==> config.mk <==
export PLATFORM = sky130hd
export DESIGN_NAME = apb_fifo_bridge
export DESIGN_NICKNAME = d
export VERILOG_FILES = /design/src/rtl/apb_fifo_bridge.sv
export SDC_FILE = /design/constraint.sdc
export NUM_CORES = 1
export LEC_CHECK = 0
export CAP_MARGIN = 20
export CORE_MARGIN = 1
export CORE_UTILIZATION = 45
export DETAILED_ROUTE_END_ITERATION = 16
export GPL_TIMING_DRIVEN = 1
export PLACE_DENSITY_LB_ADDON = 0.25
export SLEW_MARGIN = 25
export SYNTH_ARGS = -nofsm -noshare
export SYNTH_HDL_FRONTEND = slang
export SYNTH_SLANG_ARGS = --single-unit
==> constraint.sdc <==
create_clock -name clk -period 4.7 [get_ports clk]
set_input_delay 0.705 -clock clk [delete_from_list [all_inputs] [get_ports clk]]
set_output_delay 0.705 -clock clk [all_outputs]
set_load 0.05 [all_outputs]
==> src/rtl/apb_fifo_bridge.sv <==
// APB slave fronting a synchronous FIFO: DATA writes push, DATA reads pop, plus STATUS/CTRL/THRESH registers.
// Optional threshold interrupt (irq port, THRESH register) is enabled by defining FIFO_IRQ_EN.
module apb_fifo_bridge #(
    parameter int DEPTH  = 16,
    parameter int DATA_W = 32,
    parameter int ADDR_W = 32
) (
    input  logic              clk,
    input  logic              rst_n,
    input  logic              channel_psel,
    input  logic              channel_penable,
    input  logic              channel_pwrite,
    input  logic [ADDR_W-1:0] channel_paddr,
    input  logic [DATA_W-1:0] channel_pwdata,
    output logic [DATA_W-1:0] channel_prdata,
    output logic              channel_pready
`ifdef FIFO_IRQ_EN
    ,
    output logic              irq
`endif
);

    localparam int CNT_W = $clog2(DEPTH) + 1;
    localparam int IDX_W = $clog2(DEPTH);

    typedef enum logic [1:0] {IDLE, ACCESS, RESP} state_t;
    typedef enum logic [1:0] {
        REG_DATA   = 2'd0,
        REG_STATUS = 2'd1,
        REG_CTRL   = 2'd2,
        REG_THRESH = 2'd3
    } reg_t;

    state_t state, state_next;

    logic              xfer_write;
    logic              xfer_mapped;
    reg_t              xfer_reg;
    logic [DATA_W-1:0] xfer_wdata;

    logic [DATA_W-1:0] mem [DEPTH];
    logic [CNT_W-1:0]  rptr, wptr, count;
    logic              ovf, udf;
    logic              empty, full, irq_flag;
    logic              addr_mapped;
    logic [DATA_W-1:0] status, rd_data;
    logic              commit, push, pop, ctrl_wr;

    assign empty = (count == CNT_W'(0));
    assign full  = (count == CNT_W'(DEPTH));

    // Low-order byte-lane bits and everything above the 16-byte window must be zero.
    always_comb begin
        addr_mapped = (channel_paddr[ADDR_W-1:4] == '0) && (channel_paddr[1:0] == 2'b00);
`ifndef FIFO_IRQ_EN
        if (channel_paddr[3:2] == REG_THRESH) addr_mapped = 1'b0;
`endif
    end

    // NOTE: every signal driven in always_comb gets a default first, so no path can infer a latch.
    always_comb begin
        state_next = state;
        case (state)
            IDLE:    if (channel_psel && !channel_penable) state_next = ACCESS;
            ACCESS: begin
                if (!channel_psel)         state_next = IDLE;
                else if (channel_penable)  state_next = RESP;
            end
            RESP:    state_next = IDLE;
            default: state_next = IDLE;
        endcase
    end

    // NOTE: sequential state uses non-blocking assignments so every register samples pre-edge values.
    always_ff @(posedge clk or negedge rst_n) begin
        if (!rst_n) begin
            state          <= IDLE;
            channel_pready <= 1'b0;
        end else begin
            state          <= state_next;
            channel_pready <= (state_next == RESP);
        end
    end

    always_ff @(posedge clk or negedge rst_n) begin
        if (!rst_n) begin
            xfer_write  <= 1'b0;
            xfer_mapped <= 1'b0;
            xfer_reg    <= REG_DATA;
            xfer_wdata  <= '0;
        end else if (state == IDLE && channel_psel && !channel_penable) begin
            xfer_write  <= channel_pwrite;
            xfer_mapped <= addr_mapped;
            xfer_reg    <= reg_t'(channel_paddr[3:2]);
            xfer_wdata  <= channel_pwdata;
        end
    end

`ifdef FIFO_IRQ_EN
    logic [CNT_W-1:0] thresh;
    logic             thresh_wr;

    assign thresh_wr = commit && xfer_write && (xfer_reg == REG_THRESH);

    always_ff @(posedge clk or negedge rst_n) begin
        if (!rst_n) begin
            thresh <= CNT_W'(DEPTH / 2);
            irq    <= 1'b0;
        end else begin
            if (thresh_wr) thresh <= xfer_wdata[CNT_W-1:0];
            irq <= (thresh != '0) && (count >= thresh);
        end
    end

    assign irq_flag = irq;
`else
    assign irq_flag = 1'b0;
`endif

    always_comb begin
        status           = '0;
        status[0]        = empty;
        status[1]        = full;
        status[2]        = ovf;
        status[3]        = udf;
        status[4]        = irq_flag;
        status[8 +: CNT_W] = count;
    end

    always_comb begin
        rd_data = '0;
        if (xfer_mapped) begin
            case (xfer_reg)
                REG_DATA:   if (!empty) rd_data = mem[rptr[IDX_W-1:0]];
                REG_STATUS: rd_data = status;
`ifdef FIFO_IRQ_EN
                REG_THRESH: rd_data[CNT_W-1:0] = thresh;
`endif
                default:    rd_data = '0;
            endcase
        end
    end

    always_ff @(posedge clk or negedge rst_n) begin
        if (!rst_n) begin
            channel_prdata <= '0;
        end else if (state == ACCESS && channel_psel && channel_penable && !xfer_write) begin
            channel_prdata <= rd_data;
        end
    end

    // Side effects land on the RESP -> IDLE edge, so an aborted or reset transfer never commits.
    assign commit  = (state == RESP) && xfer_mapped;
    assign push    = commit &&  xfer_write && (xfer_reg == REG_DATA);
    assign pop     = commit && !xfer_write && (xfer_reg == REG_DATA);
    assign ctrl_wr = commit &&  xfer_write && (xfer_reg == REG_CTRL);

    always_ff @(posedge clk or negedge rst_n) begin
        if (!rst_n) begin
            rptr  <= '0;
            wptr  <= '0;
            count <= '0;
            ovf   <= 1'b0;
            udf   <= 1'b0;
        end else begin
            if (ctrl_wr) begin
                if (xfer_wdata[0]) begin
                    rptr  <= '0;
                    wptr  <= '0;
                    count <= '0;
                end
                if (xfer_wdata[1]) begin
                    ovf <= 1'b0;
                    udf <= 1'b0;
                end
            end else if (push) begin
                if (full) begin
                    ovf <= 1'b1;
                end else begin
                    wptr  <= wptr + CNT_W'(1);
                    count <= count + CNT_W'(1);
                end
            end else if (pop) begin
                if (empty) begin
                    udf <= 1'b1;
                end else begin
                    rptr  <= rptr + CNT_W'(1);
                    count <= count - CNT_W'(1);
                end
            end
        end
    end

    // NOTE: storage array has no reset; only pointers/count define validity, and flush leaves contents alone.
    always_ff @(posedge clk) begin
        if (push && !full) mem[wptr[IDX_W-1:0]] <= xfer_wdata;
    end

endmodule

* Word-level counts from Yosys, hierarchy flattened
Memory sizes are Yosys's and may differ from the RTL's.
Cells that the tools add are included.
** Operators by class
- Multiplexer cells :: 31
- Add/sub/neg operators :: 4
- Reduce and logical (&&, ||, !) cells :: 32
- Equal/unequal tests :: 14
** Operators by type and width (number)
- 5-bit 2-to-1 mux :: 13
- 32-bit 2-to-1 mux :: 2
- 32-bit case mux with 2 select lines :: 1
- 28-bit zero test :: 1
- 5-bit by 1-bit adder with 5-bit output (second input constant) :: 3
- 1-bit logical AND :: 14
- 4-bit AND reduction :: 3
- 1-bit 2-to-1 mux :: 11
- 2-bit == test (second input constant) :: 4
- 2-bit nonzero test :: 4
- 2-bit zero test :: 3
- 2-bit 2-to-1 mux :: 3
- 2-bit by 1-bit inequality test with 1-bit output (second input constant) :: 3
- 3-bit AND reduction :: 2
- 5-bit == test (second input constant) :: 1
- 5-bit zero test :: 1
- 5-bit by 1-bit subtractor with 5-bit output (second input constant) :: 1
- 2-bit by 1-bit == test with 1-bit output (second input constant) :: 2
- 2-bit inequality test (second input constant) :: 2
- 2-bit case mux with 2 select lines :: 1
- 1-bit zero test :: 3
- 3-bit by 1-bit inequality test with 1-bit output (second input constant) :: 1
- 3-bit by 2-bit inequality test with 1-bit output (second input constant) :: 1
- 3-bit nonzero test :: 1
** Storage, ports and cells
- Input port bits :: 69
- Flip-flop bits (word level) :: 88
- Memories kept :: 1
- Memory bits (writable) :: 512
- Output and inout port bits :: 33
- Word-level logic and storage cells :: 94
** Memories
- mem :: depth 16, bits a word 32, rd ports 1, clocked after Yosys merged registers in 0, write ports 1, RTL line 41 : logic [DATA_W-1:0] mem [DEPTH];

* Logic depth before layout (Yosys ltp)
Gate-level depths: netlist (run 1).
- Depth after elaboration :: 7
- Depth in mapped cells :: 10
- Depth with buffers taken out :: 9

* Least setup slack after synthesis (run 1)
OpenSTA, ideal clock, no wires.
- Path type :: reg2reg
- Start point :: register xfer_reg[0]
- End point :: memory mem[3][0] (enable)
- Data required time :: 4.239 ns
- Clock period less this slack :: 4.065 ns
- Setup time :: 0.461 ns
- Setup slack :: 0.635 ns
- Cell stages (with the launch flop) :: 6
- Buffers on the path :: 1
- Arrival :: 3.604 ns
- Path through :: dfrtp_1 or3b_1 buf_6 a211oi_4 nand2_1 nor3_1
** On the way
- Cells in the longest elaborated chain, start to end :: 5
** RTL lines
- from (decl) :: RTL line 38 : reg_t xfer_reg;
- from (signal assigned) :: RTL line 94 : xfer_reg <= reg_t'(channel_paddr[3:2]);
- 2-bit zero test :: RTL line 154 : assign push = commit && xfer_write && (xfer_reg == REG_DATA);
- 1-bit logical AND :: RTL line 154
- 1-bit logical AND :: RTL line 196 : if (push && !full) mem[wptr[IDX_W-1:0]] <= xfer_wdata;
- 1-bit 2-to-1 mux :: RTL line 196
- 1-bit 2-to-1 mux (not written as such) :: RTL line 196
- to (decl) :: RTL line 41
No other way between the ends.

* Final worst setup path (run 1)
- Start point :: register xfer_reg[0]
- End point :: memory mem[5][13] (enable)
Same word-level chain as after synthesis.

==> results.json, run 1 <==
{
  "power.density_nw_per_um2": 416.9,
  "ir_worst_vdd_mv": 0.3111,
  "cts_tree": "done",
  "r2r-end": "mem[5][13]$_DFFE_PP_",
  "largest_reg_flops": 512,
  "start_util_pct": 46.02,
  "synth-main-ff-cell": "edfxtp_1",
  "grt_pass1_wl_mm": 76.84,
  "cts_hold_buf": 0,
  "totalWireLength_mm": 50.69,
  "rows": 82,
  "multi_input_area_um2": 5544,
  "postCtsSetupBuffers": 0,
  "clock_latency_ns": 0.62,
  "dieArea_um2": 52640,
  "syn_area_per_cell_um2": 19.13,
  "p_switching_mw": 2.346,
  "power.share.switching_pct": 20.53,
  "relSlewSlack_pct": 28.58,
  "worstHoldPathType": "primary input to async pin",
  "n_fill_cell": 3931,
  "hold_viol": 0,
  "fmaxAchievable_ghz": 0.3178,
  "syn_area_um2": 23280,
  "synth.net_count": 1296,
  "yosys.cell_types.count": 51,
  "period_minus_slack_ns": 3.147,
  "r2r_setup_slack_ns": 1.55,
  "rsz0062_at_grt": "false",
  "drv_cap": 0,
  "finalNetCount": 1435,
  "clockPowerShare_pct": 43.6,
  "synth_edf_count": 512,
  "htreeDepth": 2,
  "antenna_found_initial": 0,
  "skew_ns": 0.01202,
  "port_buffers": 101,
  "netlist_instances": 1217,
  "pwr-share-seq_pct": 55.0,
  "design.core.area_um2": 50580,
  "final_util_pct": 54.19,
  "drtAntennaViolNets": 0,
  "drc_errors": 0,
  "tns_ns": 0,
  "critPathKind": "flip-flop to flip-flop",
  "wl_per_cell_um": 24.36,
  "hold_ws_ns": 0.1261,
  "pin_count": 102,
  "yosysWarningCount": 0,
  "grt_pass1_vias": 12469,
  "ys_seq_area_share_pct": 75.30,
  "layout-drive-gt1-share_pct": 22.85,
  "dp_hpwl_mm": 28.94,
  "grt_max_degree": 62,
  "antenna_cells": 0,
  "clk_path_buf_depth": 3,
  "clock-sinks": 598,
  "worstPathRequired_ns": 5.01,
  "seq_area_um2": 17540,
  "critPathCaptureType": "flip-flop",
  "track_usage_pct": 19.61,
  "route.vias.total": 11768,
  "p_int_mw": 9.081,
  "status": "complete, no violations",
  "via_per_inst": 5.655,
  "routabilityCongestion": 0.7727,
  "die_y_um": 229.4,
  "drtIter0Drc": 1070,
  "reg2reg_depth": 5,
  "crit_fanout": 21,
  "area_growth_pct": 17.76,
  "drv_slew": 0,
  "dr.pass1.iters": 5,
  "power_leakage_nw": 8.848,
  "start_kind": "flip-flop",
  "ctsResizeCount": 0,
  "synth_seq_cells": 598,
  "fin_crit_sh_pct": 66.95,
  "crit_arrival_ns": 3.45,
  "cts-root-buf": "clkbuf_16",
  "setup_viol": 0,
  "numCtsBuffers": 61,
  "clkTransAtPathRegs_ns": 0.06,
  "grt_overflow": 0,
  "async_flop_share_pct": 14.38,
  "reg2reg_from": "xfer_reg[0]$_DFFE_PN0P_",
  "tightest_slew_ns": 1.071,
  "dieWidth_um": 229.4,
  "power_frac_comb_pct": 1.4
}
-- kinds of logic after synthesis --
| family | Yosys count | share of synthesized area, % |
|---|---|---|
| flip-flops | 598 | 75.30 |
| XOR/XNOR | 6 | 0.2258 |
| buffers and inverters | 71 | 1.473 |
| adder cells (fa/ha/maj) | 10 | 0.5698 |
| AND/OR/NAND/NOR | 169 | 3.569 |
| AO/OA/AOI/OAI | 100 | 3.505 |
| multiplexers | 263 | 15.36 |
-- stage by stage --
step / power (mW) / cells / worst slack [ns] / instance area [um2]
2_1_floorplan: 6.347 / 1217 / 0.6347 / 23280
3_3_place_gp: 6.535 / 1964 / 1.513 / 25270
5_1_grt: 11.75 / 2081 / 1.404 / 27410
4_1_cts: 11.52 / 2080 / 1.520 / 27380
6_report: 11.43 / 2081 / 1.553 / 27410
3_5_place_dp: 6.561 / 1964 / 1.384 / 25270
-- cell type report --
| type | instances | share of cell area (%) |
|---|---|---|
| Sequential cell | 598 | 63.97 |
| Clock inverter | 35 | 1.296 |
| Inverter | 9 | 0.1232 |
| Multi-Input combinational cell | 548 | 20.23 |
| Tap cell | 672 | 3.067 |
| Clock buffer | 81 | 6.399 |
| Timing Repair Buffer | 138 | 4.916 |
-- worst max-delay path: stages, from the launching register on --
cell and delay, ns:
dfrtp_1 0.41, or3b_1 0.60, a211oi_4 0.38, nand2_1 0.29, nor2_4 0.76, buf_4 0.37
-- layout by cell type, fill, tap and decap left out, drive strengths merged, types with 2 or more instances in the layout --
cell	count
edfxtp	512
mux2i	121
clkdlybuf4s50	100
dfrtp	86
clkbuf	81
nand2	78
mux2	74
mux4	68
a22oi	60
buf	38
nor2	29
a32oi	23
nand3	19
clkinv	19
nor4	12
nand4	11
inv	11
ha	9
clkinvlp	8
bufinv	6
nor3	6
nand2b	5
xor2	3
a21oi	3
xnor2	3
and2	3
o21ai	3
a211oi	2
nor2b	2
-- per-layer routing --
layer,track usage (%),share of wire (%)
met4,5.813,2.4
met1,27.13,44
met2,31.70,48
met3,3.611,5.6
met5,0,0
-- worst max path at each step --
stage,from,end,slack (ns)
after floorplan,xfer_reg[0]$_DFFE_PN0P_,mem[3][0]$_DFFE_PP_,0.63
after global placement,channel_penable,channel_prdata[0]$_DFFE_PN0P_,1.51
after detailed placement,channel_penable,channel_prdata[7]$_DFFE_PN0P_,1.38
after CTS,xfer_reg[0]$_DFFE_PN0P_,mem[14][27]$_DFFE_PP_,1.52
after global routing,xfer_reg[1]$_DFFE_PN0P_,mem[5][8]$_DFFE_PP_,1.40
final,xfer_reg[0]$_DFFE_PN0P_,mem[5][13]$_DFFE_PP_,1.55
-- power by group through the flow --
| stage | Sequential, mW | Combinational (mW) | Clock (mW) |
|---|---|---|---|
| final | 6.29 | 0.155 | 4.98 |
| after global routing | 6.32 | 0.170 | 5.27 |
| after CTS | 6.29 | 0.159 | 5.07 |
| after detailed placement | 6.40 | 0.157 | 0 |
| after global placement | 6.38 | 0.155 | 0 |
| after floorplan | 6.28 | 0.0667 | 0 |
-- cell usage after synthesis, types with 19 or more instances --
| library cell | count | area share, % |
|---|---|---|
| edfxtp_1 | 512 | 66 |
| nand2_1 | 78 | 1.3 |
| mux4_2 | 68 | 6.6 |
| nand3_1 | 19 | 0.41 |
| mux2_2 | 73 | 3.5 |
| dfrtp_1 | 86 | 9.2 |
| a22oi_1 | 60 | 1.9 |
| nor2_1 | 28 | 0.45 |
| buf_2 | 31 | 0.67 |
| a32oi_1 | 23 | 0.87 |
| clkbuf_1 | 23 | 0.37 |
| mux2i_1 | 121 | 5.2 |
Note: power is estimated with default switching activity, not from simulation.
==> inputs of run 2 (changes only) <==
clock period = 2.61 ns   (was 4.7 ns; I/O delays follow)
==> run 2 against run 1 <==
Compared with the run above: clock skew rose by 0.014 ns; critical endpoint is now mem[0][6]$_DFFE_PP_; fmax rose by 28%; register-to-register slack got worse by 1.4 ns; utilization rose by 1.5 points; critical path type unchanged.
==> results.json, run 2 (synthesized netlist as in run 1, its figures left out) <==
{
  "critPathCaptureType": "flip-flop",
  "dr.pass1.iters": 5,
  "cts-root-buf": "clkbuf_16",
  "route.vias.total": 11971,
  "tns_ns": 0,
  "final_cell_mix": "edfxtp_1, mux2i_1, clkdlybuf4s50_1",
  "area_growth_pct": 20.95,
  "clock-sinks": 598,
  "p_int_mw": 16.53,
  "total_power_mw": 20.79,
  "grt_max_degree": 47,
  "fmaxAchievable_ghz": 0.4059,
  "layout-drive-gt1-share_pct": 24.60,
  "via_per_inst": 5.649,
  "wl_per_cell_um": 24.01,
  "design.core.area_um2": 50580,
  "setup_viol": 0,
  "p_switching_mw": 4.254,
  "crit_arrival_ns": 2.77,
  "drv_slew": 0,
  "die_y_um": 229.4,
  "relSlewSlack_pct": 49.67,
  "grt_pass1_wl_mm": 77.70,
  "tightest_slew_ns": 0.7550,
  "drv_cap": 0,
  "postPlaceCellArea_um2": 26030,
  "dieWidth_um": 229.4,
  "numCtsBuffers": 60,
  "grt.met3_usage_pct": 4.146,
  "power.density_nw_per_um2": 738.4,
  "status": "complete, no violations",
  "power_frac_comb_pct": 1.5,
  "grt_overflow": 0,
  "antenna_cells": 0,
  "dieArea_um2": 52640,
  "grtUsageMet2_pct": 30.52,
  "critPathKind": "flip-flop to flip-flop",
  "placedCellCount": 2006,
  "finalNetCount": 1476,
  "largest_reg_flops": 512,
  "finalNonFillerCells": 2119,
  "track_usage_pct": 19.74,
  "pwr-share-seq_pct": 54.8,
  "htreeDepth": 2,
  "period_minus_slack_ns": 2.464,
  "dp_slack_ns": 0.1026,
  "totalWireLength_mm": 50.87,
  "clkTransAtPathRegs_ns": 0.06,
  "hold_viol": 0,
  "drtIter0Drc": 1086,
  "antenna_found_initial": 0,
  "crit_fanout": 8,
  "skew_ns": 0.02604,
  "clockPowerShare_pct": 43.7,
  "pin_count": 102,
  "rsz0062_at_grt": "false",
  "met1_usage_pct": 28.80,
  "dp_hpwl_mm": 31.78,
  "ctsResizeCount": 0,
  "start_kind": "flip-flop",
  "power_leakage_nw": 9.121,
  "clk_path_buf_depth": 3,
  "rows": 82,
  "cts_hold_buf": 1,
  "cts_tree": "done",
  "worstPathRequired_ns": 2.91,
  "port_buffers": 101,
  "postCtsSetupBuffers": 0,
  "fin_crit_sh_pct": 94.40,
  "routabilityCongestion": 0.8161,
  "final_area_um2": 28150,
  "drtAntennaViolNets": 0,
  "ir_worst_vdd_mv": 0.5426,
  "power.share.switching_pct": 20.46,
  "grt_pass1_vias": 12245,
  "mostFrequentLayoutCell": "edfxtp_1",
  "start_util_pct": 46.02,
  "drc_errors": 0,
  "top_usage_layer": "met2",
  "worstHoldPathType": "primary input to flip-flop",
  "setup_ws_ns": 0.1461,
  "clock_latency_ns": 0.62
}
-- run 2: critical path, stage by stage, from the launching register on --
cell and delay (ns):
dfrtp_1 0.37, or3b_1 0.43, buf_4 0.21, a211oi_4 0.22, buf_12 0.16, nand2_1 0.16, nor3_4 0.35, buf_4 0.27
-- run 2: cell type report --
type | count | area, um2
Clock buffer | 81 | 1670
Clock inverter | 31 | 445.4
Fill cell | 3841 | 22430
Inverter | 9 | 33.78
Multi-Input combinational cell | 548 | 5562
Sequential cell | 598 | 17540
Tap cell | 672 | 840.8
Timing Repair Buffer | 180 | 2067
-- run 2: routing by layer --
metal	vias up	routed length [um]
met5	-	0
met4	0	838
met3	59	3429
met2	405	23610
met1	6245	22990
li1	5262	-
-- run 2: worst paths after layout --
check,start,to,slack (ns),cells past startpoint
max,xfer_reg[0]$_DFFE_PN0P_,mem[0][6]$_DFFE_PP_,0.15,7
min,channel_pwrite,xfer_write$_DFFE_PN0P_,0.38,3
max reg2reg,xfer_reg[0]$_DFFE_PN0P_,mem[0][6]$_DFFE_PP_,0.15,7
min reg2reg,channel_prdata[21]$_DFFE_PN0P_,channel_prdata[21]$_DFFE_PN0P_,0.51,2
max in group asynchronous,rst_n,count[4]$_DFFE_PN0P_,1.54,3
min in group asynchronous,rst_n,rptr[1]$_DFFE_PN0P_,0.39,2
-- run 2: power by group through the flow --
stage	logic [mW]	registers (mW)	clock network, mW
floorplan	0.120	11.3	0
detailed placement	0.318	11.6	0
global placement	0.309	11.6	0
finish	0.313	11.4	9.08
global route	0.343	11.4	9.64
CTS	0.320	11.4	9.27
-- run 2: stage by stage --
step                hold WS, ns  util, %
global placement         0.4856    51.46
floorplan               0.09591        -
global route             0.3635    55.66
detailed placement       0.4963    51.46
CTS                      0.3417    55.66
finish                   0.3786    55.66
